`src/rtl/ll_pkg.sv`:
```
// ll_pkg -- shared definitions for the lunar-lander keypad front end.
//   mode_e      : display select driven on ll_keypad.mode
//   state_e     : keypad press-tracking FSM states
//   key_code_t  : 5-bit priority-encoded key (0..9 digits, 16..19 mode keys, KEY_NONE)
//   THRUST_INIT_DEF : thrust value loaded on reset
package ll_pkg;

  typedef enum logic [1:0] {
    MODE_ALT = 2'd0,
    MODE_VEL = 2'd1,
    MODE_GAS = 2'd2,
    MODE_THR = 2'd3
  } mode_e;

  typedef enum logic [1:0] {
    ST_IDLE     = 2'd0,
    ST_DEBOUNCE = 2'd1,
    ST_HELD     = 2'd2,
    ST_RELEASE  = 2'd3
  } state_e;

  localparam int unsigned KEY_W = 5;
  typedef logic [KEY_W-1:0] key_code_t;

  // Key codes equal the button's bit index in the input vector.
  localparam key_code_t KEY_NONE = 5'd31;
  localparam key_code_t KEY_THR  = 5'd16;
  localparam key_code_t KEY_GAS  = 5'd17;
  localparam key_code_t KEY_VEL  = 5'd18;
  localparam key_code_t KEY_ALT  = 5'd19;

  // Buttons that take part in encoding: [19:16] and [9:0].
  localparam logic [19:0] KEY_MASK = 20'hF_03FF;

  localparam logic [3:0] THRUST_INIT_DEF = 4'd5;

  function automatic logic key_is_digit(input key_code_t k);
    return (k <= 5'd9);
  endfunction

  function automatic mode_e key_to_mode(input key_code_t k);
    mode_e m;
    case (k)
      KEY_VEL: m = MODE_VEL;
      KEY_GAS: m = MODE_GAS;
      KEY_THR: m = MODE_THR;
      default: m = MODE_ALT;
    endcase
    return m;
  endfunction

endpackage

```
`src/rtl/ll_sync.sv`:
```
// ll_sync -- parameterized-width two-flop synchronizer.
//   clk   : sampling clock
//   rst_n : asynchronous active-low reset, clears both stages
//   d     : asynchronous input vector
//   q     : synchronized vector, two rising edges behind d
module ll_sync #(
  parameter int unsigned W = 1
) (
  input  logic         clk,
  input  logic         rst_n,
  input  logic [W-1:0] d,
  output logic [W-1:0] q
);

  logic [W-1:0] meta_q;
  logic [W-1:0] sync_q;

  always_ff @(posedge clk or negedge rst_n) begin
    if (!rst_n) begin
      meta_q <= '0;
      sync_q <= '0;
    end else begin
      meta_q <= d;
      sync_q <= meta_q;
    end
  end

  assign q = sync_q;

endmodule

```
`src/rtl/ll_keypad.sv`:
```
// ll_keypad -- debounced keypad for the lunar lander.
//   hz100      : system clock, rising-edge active
//   reset_n    : asynchronous active-low reset
//   in[19:0]   : raw buttons; [9:0] thrust digits, [19] ALT, [18] VEL,
//                [17] GAS, [16] THR, [15:10] ignored
//   frozen     : lander finished; thrust digits are ignored while high
//   thrust     : registered thrust setting 0..9
//   mode       : registered display select (ll_pkg::mode_e)
//   thrust_evt : one-cycle pulse when thrust is written
//   mode_evt   : one-cycle pulse when mode is written
//   busy       : high whenever the press tracker is not idle
// A press is accepted once the same key has been seen DEB_CYCLES
// consecutive synchronized cycles; nothing else is accepted until every
// button has been released long enough to pass the release filter.
module ll_keypad
  import ll_pkg::*;
#(
  parameter int unsigned DEB_CYCLES  = 1,
  parameter logic [3:0]  THRUST_INIT = THRUST_INIT_DEF
) (
  input  logic        hz100,
  input  logic        reset_n,
  input  logic [19:0] in,
  input  logic        frozen,
  output logic [3:0]  thrust,
  output logic [1:0]  mode,
  output logic        thrust_evt,
  output logic        mode_evt,
  output logic        busy
);

  localparam logic [3:0] DEB_L = 4'(DEB_CYCLES);

  logic [19:0] in_sync;
  key_code_t   key_code;
  logic        code_valid;

  state_e      state_q, state_d;
  key_code_t   cand_q, cand_d;
  logic [3:0]  count_q, count_d;
  logic        fire;

  logic [3:0]  thrust_q, thrust_d;
  mode_e       mode_q, mode_d;
  logic        thrust_evt_q, thrust_evt_d;
  logic        mode_evt_q, mode_evt_d;
  logic        busy_q, busy_d;

  ll_sync #(.W(20)) u_sync (
    .clk   (hz100),
    .rst_n (reset_n),
    .d     (in),
    .q     (in_sync)
  );

  // Priority encoder: later (higher-index) hits overwrite earlier ones.
  always_comb begin
    key_code = KEY_NONE;
    for (int i = 0; i < 20; i++) begin
      if (in_sync[i] && KEY_MASK[i]) key_code = key_code_t'(i);
    end
  end

  assign code_valid = (key_code != KEY_NONE);

  // Press tracker. A fire always coincides with key_code being the
  // accepted candidate, so the output logic uses key_code directly.
  always_comb begin
    state_d = state_q;
    cand_d  = cand_q;
    count_d = count_q;
    fire    = 1'b0;
    case (state_q)
      ST_IDLE: begin
        if (code_valid) begin
          cand_d  = key_code;
          count_d = 4'd1;
          // With a one-sample filter the first sight already qualifies.
          if (DEB_L <= 4'd1) begin
            fire    = 1'b1;
            state_d = ST_HELD;
            count_d = 4'd0;
          end else begin
            state_d = ST_DEBOUNCE;
          end
        end
      end
      ST_DEBOUNCE: begin
        if (!code_valid) begin
          state_d = ST_IDLE;
          count_d = 4'd0;
        end else if (key_code == cand_q) begin
          count_d = count_q + 4'd1;
          if (count_d >= DEB_L) begin
            fire    = 1'b1;
            state_d = ST_HELD;
            count_d = 4'd0;
          end
        end else begin
          cand_d  = key_code;
          count_d = 4'd1;
        end
      end
      ST_HELD: begin
        if (!code_valid) begin
          state_d = ST_RELEASE;
          count_d = 4'd1;
        end
      end
      ST_RELEASE: begin
        if (code_valid) begin
          // Bounce while releasing: back to HELD, never a new event.
          state_d = ST_HELD;
          count_d = 4'd0;
        end else if ((count_q + 4'd1) >= DEB_L) begin
          state_d = ST_IDLE;
          count_d = 4'd0;
        end else begin
          count_d = count_q + 4'd1;
        end
      end
      default: begin
        state_d = ST_IDLE;
        count_d = 4'd0;
      end
    endcase
  end

  // Output updates; a fire on one key produces at most one of the two events.
  always_comb begin
    thrust_d     = thrust_q;
    mode_d       = mode_q;
    thrust_evt_d = 1'b0;
    mode_evt_d   = 1'b0;
    if (fire) begin
      if (key_is_digit(key_code)) begin
        if (!frozen) begin
          thrust_d     = key_code[3:0];
          thrust_evt_d = 1'b1;
        end
      end else begin
        mode_d     = key_to_mode(key_code);
        mode_evt_d = 1'b1;
      end
    end
    busy_d = (state_d != ST_IDLE);
  end

  always_ff @(posedge hz100 or negedge reset_n) begin
    if (!reset_n) begin
      state_q      <= ST_IDLE;
      cand_q       <= KEY_NONE;
      count_q      <= 4'd0;
      thrust_q     <= THRUST_INIT;
      mode_q       <= MODE_ALT;
      thrust_evt_q <= 1'b0;
      mode_evt_q   <= 1'b0;
      busy_q       <= 1'b0;
    end else begin
      state_q      <= state_d;
      cand_q       <= cand_d;
      count_q      <= count_d;
      thrust_q     <= thrust_d;
      mode_q       <= mode_d;
      thrust_evt_q <= thrust_evt_d;
      mode_evt_q   <= mode_evt_d;
      busy_q       <= busy_d;
    end
  end

  assign thrust     = thrust_q;
  assign mode       = mode_q;
  assign thrust_evt = thrust_evt_q;
  assign mode_evt   = mode_evt_q;
  assign busy       = busy_q;

endmodule
```
`config.mk`:
```
export PLATFORM = sky130hd
export DESIGN_NAME = ll_keypad
export DESIGN_NICKNAME = d
export VERILOG_FILES = /design/src/rtl/ll_pkg.sv /design/src/rtl/ll_sync.sv /design/src/rtl/ll_keypad.sv
export SDC_FILE = /design/constraint.sdc
export NUM_CORES = 1
export LEC_CHECK = 0
export ABC_CLOCK_PERIOD_IN_PS = 6400
export CAP_MARGIN = 10
export CORE_ASPECT_RATIO = 0.7
export CORE_MARGIN = 5
export CORE_UTILIZATION = 40
export CTS_BUF_LIST = sky130_fd_sc_hd__clkbuf_4 sky130_fd_sc_hd__clkbuf_8 sky130_fd_sc_hd__clkbuf_16
export CTS_CLUSTER_SIZE = 20
export DETAILED_ROUTE_END_ITERATION = 10
export SLEW_MARGIN = 20
export SYNTH_ARGS = -nofsm -noshare
export SYNTH_HDL_FRONTEND = slang
export SYNTH_HIERARCHICAL = 1
export SYNTH_SLANG_ARGS = --single-unit
```
`constraint.sdc`:
```
create_clock -name hz100 -period 6.4 [get_ports hz100]
set_clock_uncertainty 0.15 [all_clocks]
set_input_delay 1.28 -clock hz100 [delete_from_list [all_inputs] [get_ports hz100]]
set_output_delay 1.28 -clock hz100 [all_outputs]
set_load 0.1 [all_outputs]
```
==> results.toml <==
[hold_path]
hold_path_class = "reg -> reg"
hold_path_end = "u_sync/q[1]"
holdPathStages = 0
min_from = "u_sync/meta_q[1]"

[sta]
rsz0062_at_grt = "false"
min_period_ns = 3.377
finalHoldViolations = 0
worst_pin_slew_ns = 0.9678
tns_ns = 0
fin_crit_sh = 0.5277
setup_viol = 0
report.final.slew_viol_count = 0
relSlewSlack = 0.3528
fmax_ghz = 0.2961

[placement]
place_congestion = 0.8478
port_buffers = 25
placed_cell_area_mm2 = 0.002364
dpl.hpwl_um = 2711
numPlacedInstances = 261

[grt]
grt_usage = 0.1185
antenna_found_initial = 0
grt.overflow.total = 0
grt_pass1_wl_um = 6030
grt_start_max_net_pins = 49
grt_pass1_vias = 1253

[worst_setup_path]
reg2reg_slack_ns = 3.54
rr_endpoint = "thrust[3]"
worstPathCellList = "clkdlybuf4s50_1"
crit_path_end_kind = "output port"
critical_path_buf_inv_count = 1
crit_type = "reg -> out"
required_ns = 4.97
crit_slowest_cell = "clkdlybuf4s50_1"
r2r_start = "u_sync/q[8]"
max_stage_delay_ns = 1.12
path_delay_family = "buffers and inverters"
critPathLaunchType = "register"
worst_r2r_path_depth = 7
crit_path_max_fanout = 2
arrival_ns = 1.95

[detailed_routing]
wl_per_cell_um = 13.74
drc = 0
ant_nets = 0
drtPass1Iterations = 4
vias = 1383
initialDrtViolationCount = 57
wirelength_um = 3697
via_per_inst = 5.141

[clocking]
post_cts_resized = 0
clockBufferDepth = 2
hold_buffers = 0
htree_levels = 2
clk_pin_slew_worst_paths_ns = 0.07
cts.sinks = 48
cts_root_buffer = "clkbuf_8"
clk-insertion-delay-late_ns = 0.30
cts-buffers-inserted = 5
tritoncts = "built"
cts_setup_buffers = 0

[die]
dieArea_mm2 = 0.006739
design.core.area_mm2 = 0.004887
die-width_um = 96.00
pin_count = 32
start_util = 0.4237
num_rows = 21
fp.dieH_um = 70.20

[power]
ir_drop_v = 0.0001140
pwr-share-comb = 0.076
clockPowerShare = 0.330
fin_total_pwr_uw = 547.1
intPower_uw = 420.0
p_leak_nw = 0.9916
power.density_mw_per_mm2 = 222.5
seqPwrFrac = 0.594
sw_frac_of_total = 0.2324
power_switching_uw = 127.1

[layout]
final_common_cell = "dfrtp_1"
layout_common_cells = "dfrtp_1, clkdlybuf4s50_1, nor2_1"
design_area_mm2 = 0.002459
nets = 224
diodes = 0
drive_gt1_frac = 0.1450
stdcell_count = 269
areaGrowthSynthToFinish_pct = 18.73
final_core_utilization = 0.5031

[logic_synthesis]
syn_nets = 198
avgSynthCellArea_um2 = 11.97
ys_warn_count = 6
syn-instance-count = 173
synth_area_mm2 = 0.002071

[job]
max-cap-violations = 0

[outcome]
status = "finished, final reports clean"
-- layer usage --
metal	vias to the layer above	wire length, um	global-route usage
met3	8	277	0.03755
met5	-	0	0
li1	662	-	-
met4	0	57	0.04732
met2	34	1664	0.1683
met1	679	1698	0.1662
-- state kept, by name, indices dropped and copies added (netlist names) --
| name | cells |
|---|---|
| thrust_evt | 1 |
| busy | 1 |
| cand_q | 5 |
| u_sync/q | 14 |
| mode_evt | 1 |
| mode | 2 |
| u_sync/meta_q | 14 |
| count_q | 4 |
| state_q | 2 |
| thrust | 4 |
-- power by group through the flow --
stage	Sequential (mW)	Combinational (mW)	Clock [mW]
after CTS	0.325	0.0421	0.186
final	0.325	0.0417	0.181
after global placement	0.330	0.0409	0
after floorplan	0.330	0.0215	0
after detailed placement	0.331	0.0418	0
after global routing	0.327	0.0459	0.201
-- through the flow --
stage	setup WS [ns]	hold slack, ns
global placement	3.331	0.1815
global route	2.975	0.2127
floorplan	3.719	0.1812
detailed placement	3.333	0.1863
CTS	3.001	0.2041
finish	3.023	0.2025
-- worst reg2reg max path, cell delays in order (launching register included) --
cell and delay (ns):
dfrtp_1 0.47, nor4_1 0.55, nand2_1 0.12, o211a_1 0.22, a32oi_1 0.38, a31oi_4 0.20, nor3_4 0.34, mux2_4 0.33
-- how the worst max path moves through the flow --
stage	cells after the start	to	slack, ns	start
finish	1	thrust[0]	3.02	thrust[0]
global route	1	thrust[0]	2.97	thrust[0]
CTS	1	thrust[0]	3.00	thrust[0]
detailed placement	1	thrust[0]	3.33	thrust[0]
global placement	1	thrust[2]	3.33	thrust[2]
floorplan	9	thrust[3]	3.72	u_sync/q[16]
-- final cells by class --
class	count	area, um2
Timing Repair Buffer	25	247.7
Clock buffer	6	82.58
Inverter	6	22.52
Sequential cell	48	1210
Fill cell	443	2429
Clock inverter	2	10.01
Tap cell	69	86.33
Multi-Input combinational cell	113	799.5
Note: power is estimated with default switching activity, not from simulation.
